===== src/rtl/uart_pkg.sv =====
// Shared definitions for the UART receive path: FSM state encoding,
// parity-mode constants and the default oversampling ratio.
package uart_pkg;

   // Default clk cycles per serial bit
   localparam int unsigned CLKS_PER_BIT_DEFAULT = 186;

   // Parity modes
   localparam int unsigned PARITY_NONE = 0;
   localparam int unsigned PARITY_ODD  = 1;
   localparam int unsigned PARITY_EVEN = 2;

   // Receiver FSM states
   typedef enum logic [2:0] {
      ST_IDLE   = 3'd0,
      ST_START  = 3'd1,
      ST_DATA   = 3'd2,
      ST_PARITY = 3'd3,
      ST_STOP   = 3'd4
   } rx_state_e;

endpackage


===== src/rtl/uart_sync.sv =====
// Two-flop synchronizer for an asynchronous single-bit input.
// Ports:
//   clk, rst : clock and asynchronous active-high reset
//   d        : asynchronous input
//   q        : synchronized output (2-cycle latency)
module uart_sync #(
   parameter logic RESET_VAL = 1'b1
) (
   input  logic clk,
   input  logic rst,
   input  logic d,
   output logic q
);

   logic meta;

   // Both flops reset to the idle level so reset release creates no edge
   always_ff @(posedge clk or posedge rst) begin
      if (rst) begin
         meta <= RESET_VAL;
         q    <= RESET_VAL;
      end else begin
         meta <= d;
         q    <= meta;
      end
   end

endmodule


===== src/rtl/uart_rx_core.sv =====
// UART receiver: synchronizes the serial line, detects the start edge,
// samples each bit at mid-bit, checks parity and stop bits, and holds the
// received word with its error flags until the consumer accepts it.
// Ports:
//   clk, rst    : clock and asynchronous active-high reset
//   uart_DI     : asynchronous serial input
//   uart_DO     : received word (first bit on the line is the LSB)
//   uart_valid  : uart_DO and flags hold a word
//   uart_ready  : consumer accepts the word when uart_valid && uart_ready
//   frame_err   : a stop bit of the held word was at the start level
//   parity_err  : parity mismatch on the held word
//   overrun     : a frame was dropped while the held word was unaccepted
//   busy        : receiver is inside a frame
module uart_rx_core
   import uart_pkg::*;
#(
   parameter int unsigned CLKS_PER_BIT = CLKS_PER_BIT_DEFAULT,
   parameter int unsigned DATA_BITS    = 8,
   parameter int unsigned PARITY       = PARITY_NONE,
   parameter int unsigned STOP_BITS    = 2,
   parameter logic        IDLE_LEVEL   = 1'b1
) (
   input  logic                 clk,
   input  logic                 rst,
   input  logic                 uart_DI,
   output logic [DATA_BITS-1:0] uart_DO,
   output logic                 uart_valid,
   input  logic                 uart_ready,
   output logic                 frame_err,
   output logic                 parity_err,
   output logic                 overrun,
   output logic                 busy
);

   localparam int unsigned CNT_W = $clog2(CLKS_PER_BIT);
   localparam int unsigned IDX_W = 4;

   localparam logic [CNT_W-1:0] CNT_MID       = CNT_W'(CLKS_PER_BIT / 2 - 1);
   localparam logic [CNT_W-1:0] CNT_LAST      = CNT_W'(CLKS_PER_BIT - 1);
   localparam logic [IDX_W-1:0] IDX_DATA_LAST = IDX_W'(DATA_BITS - 1);
   localparam logic [IDX_W-1:0] IDX_STOP_LAST = IDX_W'(STOP_BITS - 1);
   localparam logic             START_LEVEL   = !IDLE_LEVEL;

   rx_state_e              state, state_next;
   logic [CNT_W-1:0]       cnt, cnt_next;
   logic [IDX_W-1:0]       bit_idx, bit_idx_next;
   logic [DATA_BITS-1:0]   shreg, shreg_next;
   logic                   ferr_q, ferr_next;
   logic                   perr_q, perr_next;
   logic                   rx_s;
   logic                   rx_prev;
   logic                   par_xor;
   logic                   frame_done_c;

   // Line synchronizer
   uart_sync #(
      .RESET_VAL (IDLE_LEVEL)
   ) u_sync (
      .clk (clk),
      .rst (rst),
      .d   (uart_DI),
      .q   (rx_s)
   );

   // XOR of the assembled data word with the sampled parity bit
   assign par_xor = (^shreg) ^ rx_s;

   // State and datapath registers
   always_ff @(posedge clk or posedge rst) begin
      if (rst) begin
         state   <= ST_IDLE;
         cnt     <= '0;
         bit_idx <= '0;
         shreg   <= '0;
         ferr_q  <= 1'b0;
         perr_q  <= 1'b0;
         rx_prev <= IDLE_LEVEL;
         busy    <= 1'b0;
      end else begin
         state   <= state_next;
         cnt     <= cnt_next;
         bit_idx <= bit_idx_next;
         shreg   <= shreg_next;
         ferr_q  <= ferr_next;
         perr_q  <= perr_next;
         rx_prev <= rx_s;
         busy    <= (state_next != ST_IDLE);
      end
   end

   // Next-state and per-frame datapath
   always_comb begin
      state_next   = state;
      cnt_next     = cnt;
      bit_idx_next = bit_idx;
      shreg_next   = shreg;
      ferr_next    = ferr_q;
      perr_next    = perr_q;
      frame_done_c = 1'b0;

      case (state)
         ST_IDLE: begin
            cnt_next     = '0;
            bit_idx_next = '0;
            if ((rx_prev == IDLE_LEVEL) && (rx_s == START_LEVEL)) begin
               state_next = ST_START;
               ferr_next  = 1'b0;
               perr_next  = 1'b0;
            end
         end

         // Re-check the line half a bit in; a return to idle is a glitch
         ST_START: begin
            if (cnt == CNT_MID) begin
               cnt_next   = '0;
               state_next = (rx_s == START_LEVEL) ? ST_DATA : ST_IDLE;
            end else begin
               cnt_next = cnt + CNT_W'(1);
            end
         end

         ST_DATA: begin
            if (cnt == CNT_LAST) begin
               cnt_next   = '0;
               shreg_next = {rx_s, shreg[DATA_BITS-1:1]};
               if (bit_idx == IDX_DATA_LAST) begin
                  bit_idx_next = '0;
                  state_next   = (PARITY != PARITY_NONE) ? ST_PARITY : ST_STOP;
               end else begin
                  bit_idx_next = bit_idx + IDX_W'(1);
               end
            end else begin
               cnt_next = cnt + CNT_W'(1);
            end
         end

         // Odd parity wants the overall XOR to be 1, even wants 0
         ST_PARITY: begin
            if (cnt == CNT_LAST) begin
               cnt_next   = '0;
               perr_next  = (PARITY == PARITY_ODD) ? !par_xor : par_xor;
               state_next = ST_STOP;
            end else begin
               cnt_next = cnt + CNT_W'(1);
            end
         end

         ST_STOP: begin
            if (cnt == CNT_LAST) begin
               cnt_next = '0;
               if (rx_s == START_LEVEL) begin
                  ferr_next = 1'b1;
               end
               if (bit_idx == IDX_STOP_LAST) begin
                  bit_idx_next = '0;
                  state_next   = ST_IDLE;
                  frame_done_c = 1'b1;
               end else begin
                  bit_idx_next = bit_idx + IDX_W'(1);
               end
            end else begin
               cnt_next = cnt + CNT_W'(1);
            end
         end

         default: begin
            state_next   = ST_IDLE;
            cnt_next     = '0;
            bit_idx_next = '0;
         end
      endcase
   end

   // Holding register: load on completion if free or being accepted,
   // otherwise drop the new frame and flag overrun
   always_ff @(posedge clk or posedge rst) begin
      if (rst) begin
         uart_DO    <= '0;
         uart_valid <= 1'b0;
         frame_err  <= 1'b0;
         parity_err <= 1'b0;
         overrun    <= 1'b0;
      end else if (frame_done_c && (!uart_valid || uart_ready)) begin
         uart_DO    <= shreg;
         uart_valid <= 1'b1;
         frame_err  <= ferr_next;
         parity_err <= perr_q;
         overrun    <= 1'b0;
      end else if (frame_done_c) begin
         overrun <= 1'b1;
      end else if (uart_valid && uart_ready) begin
         uart_valid <= 1'b0;
         overrun    <= 1'b0;
      end
   end

endmodule

===== config.mk =====
export PLATFORM = sky130hd
export DESIGN_NAME = uart_rx_core
export DESIGN_NICKNAME = d
export VERILOG_FILES = /design/src/rtl/uart_pkg.sv /design/src/rtl/uart_sync.sv /design/src/rtl/uart_rx_core.sv
export SDC_FILE = /design/constraint.sdc
export NUM_CORES = 1
export LEC_CHECK = 0
export ABC_AREA = 1
export CAP_MARGIN = 20
export CORE_MARGIN = 2
export CORE_UTILIZATION = 45
export CTS_CLUSTER_SIZE = 8
export DETAILED_ROUTE_END_ITERATION = 7
export DONT_BUFFER_PORTS = 1
export GPL_ROUTABILITY_DRIVEN = 0
export PLACE_DENSITY = 0.65
export SLEW_MARGIN = 40
export SYNTH_ARGS = -nofsm -noshare
export SYNTH_HDL_FRONTEND = slang
export SYNTH_SLANG_ARGS = --single-unit

===== constraint.sdc =====
create_clock -name clk -period 1.73 [get_ports clk]
set_input_delay 0.173 -clock clk [delete_from_list [all_inputs] [get_ports clk]]
set_output_delay 0.173 -clock clk [all_outputs]
set_load 0.02 [all_outputs]

## After elaboration in Yosys (flattened, before gate mapping)

Index checks and enable logic that the tools add are counted.

| word-level totals | value |
|---|---|
| register bits | 41 |
| logic and storage cells | 82 |

| cells by class | value |
|---|---|
| $add $sub $neg | 2 |
| eq/ne operators | 13 |
| multiplexer cells | 32 |
| bitwise gates (word level) | 3 |
| reduce and logical (&&, ||, !) cells | 17 |

Operator list:

| cell | number |
|---|---|
| $mux 3 | 7 |
| $mux 4 | 4 |
| $mux 8 | 2 |
| $pmux 8 s2 | 1 |
| $pmux 3 s5 | 1 |
| $mux 1 | 13 |
| $pmux 4 s3 | 1 |
| $add 8x1->8 const B | 1 |
| $eq 8x7->1 const B | 1 |
| $eq 8x8->1 const B | 1 |
| $ne 2x2->1 const B | 4 |
| $reduce_xor 8->1 | 1 |
| $eq 3x2->1 const B | 2 |
| $reduce_and 3->1 | 2 |
| $reduce_bool 3->1 | 2 |
| $add 4x1->4 const B | 1 |
| $eq 4x1->1 const B | 1 |
| $eq 4x3->1 const B | 1 |
| $pmux 1 s2 | 2 |
| $reduce_and 2->1 | 2 |
| $reduce_bool 2->1 | 2 |
| $eq 3x1->1 const B | 1 |
| $eq 3x3->1 const B | 1 |
| $logic_and 1x1->1 | 3 |
| other kinds (9) | 10 |

## Depth between registers and ports, before layout

Gate-level depths: netlist (run 1).

| depth | value |
|---|---|
| depth in word-level cells | 7 |
| mapped depth | 11 |
| mapped depth without buffers | 11 |

## By module

Synthesis (run 1) repeated with hierarchy kept, for this count alone.

| second synthesis, totals | value |
|---|---|
| cells, all modules | 251 |
| area, all modules | 2118.3 µm² |

By module, submodules not included:

| module | times used | cells each | area an instance (µm²) | sequential area each (µm²) |
|---|---|---|---|---|
| uart_rx_core | 1 | 248 | 2062.0 | 977.2 |
| uart_sync | 1 | 3 | 56.3 | 52.6 |

## Least setup slack after synthesis (run 1)

Ideal clock, no wire load.

| timing | value |
|---|---|
| kind | reg-to-reg |
| from | reg cnt[1] |
| to | reg shreg[7] |
| setup time | 127 ps |
| arrival time | 1275 ps |
| path slack | 328 ps |
| cell stages (with the launch flop) | 9 |
| path through | dfrtp_1 -> inv_1 -> ha_1 -> inv_1 -> nor3_2 -> nand2_1 -> buf_6 -> nand2_1 -> o21ai_0 |

| between the ends | value |
|---|---|
| cells in the longest elaborated chain, start to end | 2 |

Ends and longest elaborated chain:

| item | RTL line | RTL |
|---|---|---|
| start: declaration | uart_rx_core.sv:45 | `logic [CNT_W-1:0] cnt, cnt_next;` |
| start signal: assignment | uart_rx_core.sv:81 | `cnt <= cnt_next;` |
| $eq 8x8->1 | uart_rx_core.sv:123 | `if (cnt == CNT_LAST) begin` |
| $reduce_and 2->1 (no source line) | n/a |  |
| end signal: assignment | uart_rx_core.sv:83 | `shreg <= shreg_next;` |
| end: declaration | uart_rx_core.sv:47 | `logic [DATA_BITS-1:0] shreg, shreg_next;` |

No other way between the ends.
A chain may end at the register's enable or synchronous reset.

## Worst setup path in the final report (run 1)

| timing | value |
|---|---|
| from | reg cnt[1] |
| to | reg busy |

| between the ends | value |
|---|---|
| cells in the longest elaborated chain, start to end | 4 |
| elaborated cells on any way between the ends | 8 |
| classes of those cells | eq/ne: 2; mux: 5; reduce/logical: 1 |

Ends and longest elaborated chain:

| item | RTL line | RTL |
|---|---|---|
| $eq 8x8->1 or $eq 8x7->1 (tied branches) | n/a |  |
| $mux 3 (on tied branches) | n/a |  |
| $pmux 3 s5 * | uart_rx_core.sv:101 | `case (state)` |
| $reduce_bool 3->1 * | uart_rx_core.sv:87 | `busy <= (state_next != ST_IDLE);` |
| end signal: assignment | uart_rx_core.sv:87 |  |
| end: declaration | uart_rx_core.sv:32 | `output logic busy` |

Mark *: on every way between the ends. The rest lies on a longest branch, timed or not.

==> results.cfg, run 1 <==
[outcome]
status = complete, no violations

[critical_path]
cp.arrival_ps = 1760
slowest_delay_ps = 390
reg2reg_to = busy
rrSetupSlack_ps = 150
slowest_stage = dfrtp_1
critical-path-top-delay-family = flip-flops
path_class = reg2reg
path_max_fanout = 4
r2r_start = cnt[1]
r2r_cells = 10
cp-end-kind = flip-flop
critPathBufInv = 4
worstSetupStartpointType = flip-flop
crit_required_ps = 1910
cp_common_cell = inv_1
cp_cell_sequence = inv_1, ha_1, inv_1, nor2_1, nand3b_1, buf_4, inv_1, nand2_1, a21oi_1, nand2_1

[sta]
post-route-period-util = 0.913
setup_ws_ps = 151
setup_violations = 0
rsz0062_at_grt = no
drv_slew = 0
max_slew_margin = 0.663
finalSetupTns_ps = 0
fmax_mhz = 633
worst_pin_slew_ps = 506
clock_skew_ps = 7.24
hold_viol_final = 0
finalCriticalPeriod_ps = 1580

[power]
p_leak_uw = 0.00122
p_clk_frac = 0.365
seqPwrFrac = 0.512
power.internal_uw = 1600
switchingPower_uw = 565
switching_share = 0.261
p_comb_frac = 0.123
pwr_density_cell_nw_per_um2 = 941
vdd_drop_max_mv = 0.495

[drt]
routed_wl_mm = 3.93
dr_total_vias = 1630
routedWlPerCell_um = 11.8
via_per_inst = 4.91
drcViolationCount = 0
first_iter_violations = 42
drtAntennaViolNets = 0
dr.pass1.iters = 4

[final_layout]
fillers = 446
final_cell_area_sq_um = 2300
multi_input_area_sq_um = 876
area_growth_pct = 11.0
nets = 288
n_antenna_cell = 0
final-seq-area_sq_um = 1030
instances_no_fill = 332
drive_gt1_frac = 0.0857

[die]
initial_core_util = 0.473
num_rows = 24
die_h_um = 71.9
die_w_um = 71.9
core_area_sq_um = 4380
die_area_sq_um = 5170
io_pins = 17

[clock_tree]
clock_sinks = 41
clk_pin_slew_ps = 80
cts_tree = built
htree_levels = 2
clk_latency_ps = 300
cts_inserted_buffers = 5
clk_path_buf_depth = 2
cts-root-buf = clkbuf_8

[synth]
synth-seq-cells = 41
syn_nets = 276
syn_area_sq_um = 2070
synth_top_area_cell = dfrtp_1
synth_cells = 267
yosysSeqAreaShare = 0.496
synth_area_leaders = dfrtp_1 46%, nand2_1 18%, inv_1 6.9%
synth.avg_cell_area_sq_um = 7.77
ys_types = 22
yosysWarnings = 0
yosys.area.top_type_share = 0.458

[grt]
grt_pass1_wl_mm = 6.82
grt_pass1_vias = 1512
antenna_found_initial = 0
grt.total_usage = 0.172
grt_max_degree = 42
gr-total-overflow = 0

[placed_design]
place_area_sq_um = 2140
placedCellCount = 320
pre_cts_ws_ps = 86.4
dp_hpwl_mm = 2.87
portBuffers = 0

[min_path]
holdPathStages = 3
hp-start = uart_ready
hold_end = uart_valid
worstHoldPathType = in2reg

[run]
cap_violations = 0
## layer usage
metal	track usage	wire length, um	vias to the layer above
met4	0.0818	83	0
li1	-	-	839
met2	0.275	1870	15
met3	0.0444	148	8
met1	0.219	1830	768
met5	0	0	-
## state kept, by name, indices dropped and copies added, names as in the netlist
register	flops
frame_err	1
u_sync.meta	1
uart_valid	1
perr_q	1
rx_prev	1
uart_DO	8
shreg	8
busy	1
overrun	1
u_sync.q	1
state	3
ferr_q	1
cnt	8
parity_err	1
bit_idx	4
## cells in the final DEF, fill, tap and decap left out, drive strengths merged
cell         netlist  routed
xor2               6       6
nor3               4       4
o22ai              1       1
bufinv             0       1
nand2             97      97
dfrtp             38      38
buf                3       6
nand3b             2       2
dfstp              3       3
a21oi              2       2
xnor2              3       3
dlygate4sd3        0       2
ha                 5       5
nor2              21      21
inv               40      40
nand4              2       2
nand3             27      27
o21ai             13      13
clkbuf             0       7
## kinds of logic after synthesis
group | count (synthesis) | synth area share
flops | 41 | 0.496
buf+inv | 43 | 0.0869
compound gates | 16 | 0.0410
xor+xnor | 9 | 0.0380
fa+ha+maj | 5 | 0.0302
simple gates | 153 | 0.308
## tightest hold or removal path: cells and delay by family
kind                   cells  cell delay, ps
buffers and inverters      1              70
and+or+nand+nor            2             100
## how the worst max path moves through the flow
stage	slack (ps)	depth (start not counted)	end	start
after floorplan	330	8	shreg[7]	cnt[1]
after global placement	140	9	uart_DO[3]	cnt[1]
after detailed placement	90	9	uart_DO[4]	cnt[1]
after CTS	70	9	uart_DO[4]	cnt[1]
after global routing	10	9	frame_err	cnt[1]
final	150	10	busy	cnt[1]
## power groups by stage
stage | clock, uW | sequential [uW] | combinational, uW
floorplan | 0 | 1110 | 209
global placement | 0 | 1130 | 246
detailed placement | 0 | 1130 | 257
CTS | 814 | 1110 | 262
global route | 855 | 1120 | 307
finish | 791 | 1110 | 267
## cell type report
class                      count  share of cell area
sequential                    41               0.448
timing repair buffer           8              0.0282
tap                           52              0.0282
clock buffer                   7              0.0375
inverter                      40              0.0652
multi-input combinational    183               0.380
clock inverter                 1              0.0130
## Yosys cell counts
| library cell | instances |
|---|---|
| a21oi_1 | 2 |
| buf_4 | 1 |
| buf_6 | 2 |
| dfrtp_1 | 38 |
| dfstp_2 | 3 |
| ha_1 | 5 |
| inv_1 | 38 |
| inv_2 | 2 |
| nand2_1 | 97 |
| nand3_1 | 26 |
| nand3_2 | 1 |
| nand3b_1 | 2 |
| nand4_1 | 2 |
| nor2_1 | 20 |
| nor2_2 | 1 |
| nor3_1 | 3 |
| nor3_2 | 1 |
| o21ai_0 | 12 |
| o21ai_2 | 1 |
| o22ai_1 | 1 |
| xnor2_1 | 3 |
| xor2_1 | 6 |
## through the flow
step | util | total power, uW | hold WS (ps)
detailed placement | 0.488 | 1380 | 178
finish | 0.525 | 2170 | 73.0
global route | 0.525 | 2280 | 92.3
CTS | 0.519 | 2180 | 48.8
global placement | 0.488 | 1370 | 178
floorplan | - | 1320 | 177
## what timing repair did
action                                  CTS  global route
hold buffers                              2             0
gates resized for setup                   0             4
endpoints found under the setup margin    0            16
endpoints found under the hold margin    39             0
setup buffers                             0             2
No activity file was read; power rests on OpenSTA's default activity.
==> inputs of run 2 (changes only) <==
--- a/config.mk
+++ b/config.mk
@@ -8,12 +8,12 @@
 export ABC_AREA = 1
 export CAP_MARGIN = 20
 export CORE_MARGIN = 2
-export CORE_UTILIZATION = 45
+export CORE_UTILIZATION = 55
 export CTS_CLUSTER_SIZE = 8
 export DETAILED_ROUTE_END_ITERATION = 7
 export DONT_BUFFER_PORTS = 1
 export GPL_ROUTABILITY_DRIVEN = 0
-export PLACE_DENSITY = 0.65
+export PLACE_DENSITY = 0.75
 export SLEW_MARGIN = 40
 export SYNTH_ARGS = -nofsm -noshare
 export SYNTH_HDL_FRONTEND = slang
==> results.cfg, run 2 (synthesis gave the netlist of run 1 again) <==
[clock_tree]
cts_inserted_buffers = 5
clk_latency_ps = 300
clk_pin_slew_ps = 80
clock_sinks = 41
cts-root-buf = clkbuf_8
htree_levels = 2
cts_tree = built
clk_path_buf_depth = 2

[drt]
routedWlPerCell_um = 11.3
first_iter_violations = 117
drtAntennaViolNets = 0
dr.pass1.iters = 4
dr_total_vias = 1607
routed_wl_mm = 3.68
drcViolationCount = 0
via_per_inst = 4.94

[sta]
setup_ws_ps = 130
max_slew_margin = 0.666
drv_slew = 0
finalCriticalPeriod_ps = 1600
clock_skew_ps = 9.75
hold_ws_ps = 81.5
setup_violations = 0
hold_viol_final = 0
fmax_mhz = 625
worst_pin_slew_ps = 501
rsz0062_at_grt = yes
post-route-period-util = 0.925

[critical_path]
path_class = reg2reg
slowest_delay_ps = 430
worstSetupStartpointType = flip-flop
crit_required_ps = 1900
cp-end-kind = flip-flop
cp_cell_sequence = ha_1, inv_1, nor2_1, nand3b_1, nand2_1, o21ai_2, inv_1, nand2_1, o21ai_0
path_max_fanout = 5
slowest_stage = dfrtp_1
cp.arrival_ps = 1770

[power]
p_clk_frac = 0.361
pwr_density_cell_nw_per_um2 = 939
p_leak_uw = 0.00121
switchingPower_uw = 577
power.internal_uw = 1560
p_comb_frac = 0.121
switching_share = 0.270
vdd_drop_max_mv = 0.749
seqPwrFrac = 0.518

[grt]
antenna_found_initial = 0
grt.total_usage = 0.194
grt_pass1_vias = 1496
grt_pass1_wl_mm = 6.40
grt_max_degree = 42
gr-total-overflow = 0

[final_layout]
fillers = 324
final_common_cell = nand2_1
nets = 285
n_antenna_cell = 0
layout_common_cells = 97 x nand2_1, 38 x dfrtp_1, 36 x inv_1
area_growth_pct = 9.77
top_regs = cnt (8), shreg (8), uart_DO (8)
drive_gt1_frac = 0.0794
final-seq-area_sq_um = 1030
multi_input_area_sq_um = 876

[die]
initial_core_util = 0.571
core_area_sq_um = 3630
io_pins = 17
die_w_um = 65.4
die_h_um = 65.4
num_rows = 22
die_area_sq_um = 4280

[run]
cap_violations = 0

[placed_design]
portBuffers = 0
pre_cts_ws_ps = 57.2
dp_hpwl_mm = 2.65

[min_path]
worstHoldPathType = in2reg

[outcome]
status = complete, no violations
-- run 2: cell types whose count changed in the layout (fill, tap and decap cells not counted) --
cell,change
dfrtp_1,+1
clkinv_2,+1
clkbuf_1,-1
inv_6,+1
dfrtp_2,-1
inv_1,-1
buf_6,+1
buf_4,-4
inv_4,+1
clkbuf_8,-1
-- run 2: area by class of cell --
cell class / count / share of cell area
Clock inverter: 3 / 0.0192
Sequential cell: 41 / 0.452
Clock buffer: 5 / 0.0302
Multi-Input combinational cell: 183 / 0.385
Timing Repair Buffer: 5 / 0.0203
Tap cell: 48 / 0.0264
Inverter: 40 / 0.0670
-- run 2: critical path, delay by kind of cell (launching register included) --
family          cells  cell delay, ps
flops               1             430
fa+ha+maj           1             230
compound gates      2             190
buf+inv             2             220
simple gates        4             420
-- run 2: layer usage --
| layer | wire length [um] | global-route usage | part of all wire | vias up |
|---|---|---|---|---|
| li1 | - | - | - | 838 |
| met5 | 0 | 0 | 0 | - |
| met1 | 1900 | 0.278 | 0.52 | 734 |
| met4 | 37 | 0.0521 | 0.010 | 0 |
| met3 | 180 | 0.0736 | 0.049 | 5 |
| met2 | 1560 | 0.278 | 0.42 | 30 |
-- run 2: timing repair --
| item | CTS | global route |
|---|---|---|
| setup endpoints to repair | 0 | 26 |
| hold endpoints to repair | 39 | 0 |
| hold buffers | 2 | 0 |
| gates resized for setup | 0 | 6 |
| setup buffers | 0 | 0 |
-- run 2: power groups by stage --
| stage | clock, uW | combinational (uW) | sequential (uW) |
|---|---|---|---|
| 2_1_floorplan | 0 | 209 | 1110 |
| 4_1_cts | 795 | 253 | 1110 |
| 5_1_grt | 826 | 308 | 1120 |
| 6_report | 772 | 258 | 1110 |
| 3_3_place_gp | 0 | 244 | 1120 |
| 3_5_place_dp | 0 | 248 | 1120 |
-- run 2: path summary, 6_finish.rpt --
path	from	endpoint	slack, ps	cells past startpoint
worst max-delay path	cnt[0]	bit_idx[2]	130	9
worst min-delay path	uart_ready	uart_valid	80	3
worst max register to register	cnt[0]	bit_idx[2]	130	9
worst min register to register	u_sync.meta	u_sync.q	370	0
max in group asynchronous	rst	u_sync.q	930	3
min in group asynchronous	rst	uart_DO[1]	440	3
-- run 2: metrics by stage --
step / utilization / instance area [sq um] / total power (uW) / TNS (ps) / instances
floorplan: - / 2070 / 1320 / 0 / 267
global placement: 0.585 / 2130 / 1370 / 0 / 315
detailed placement: 0.585 / 2130 / 1370 / 0 / 315
CTS: 0.622 / 2260 / 2150 / 0 / 325
global route: 0.627 / 2280 / 2250 / -37.0 / 325
finish: 0.627 / 2280 / 2140 / 0 / 325
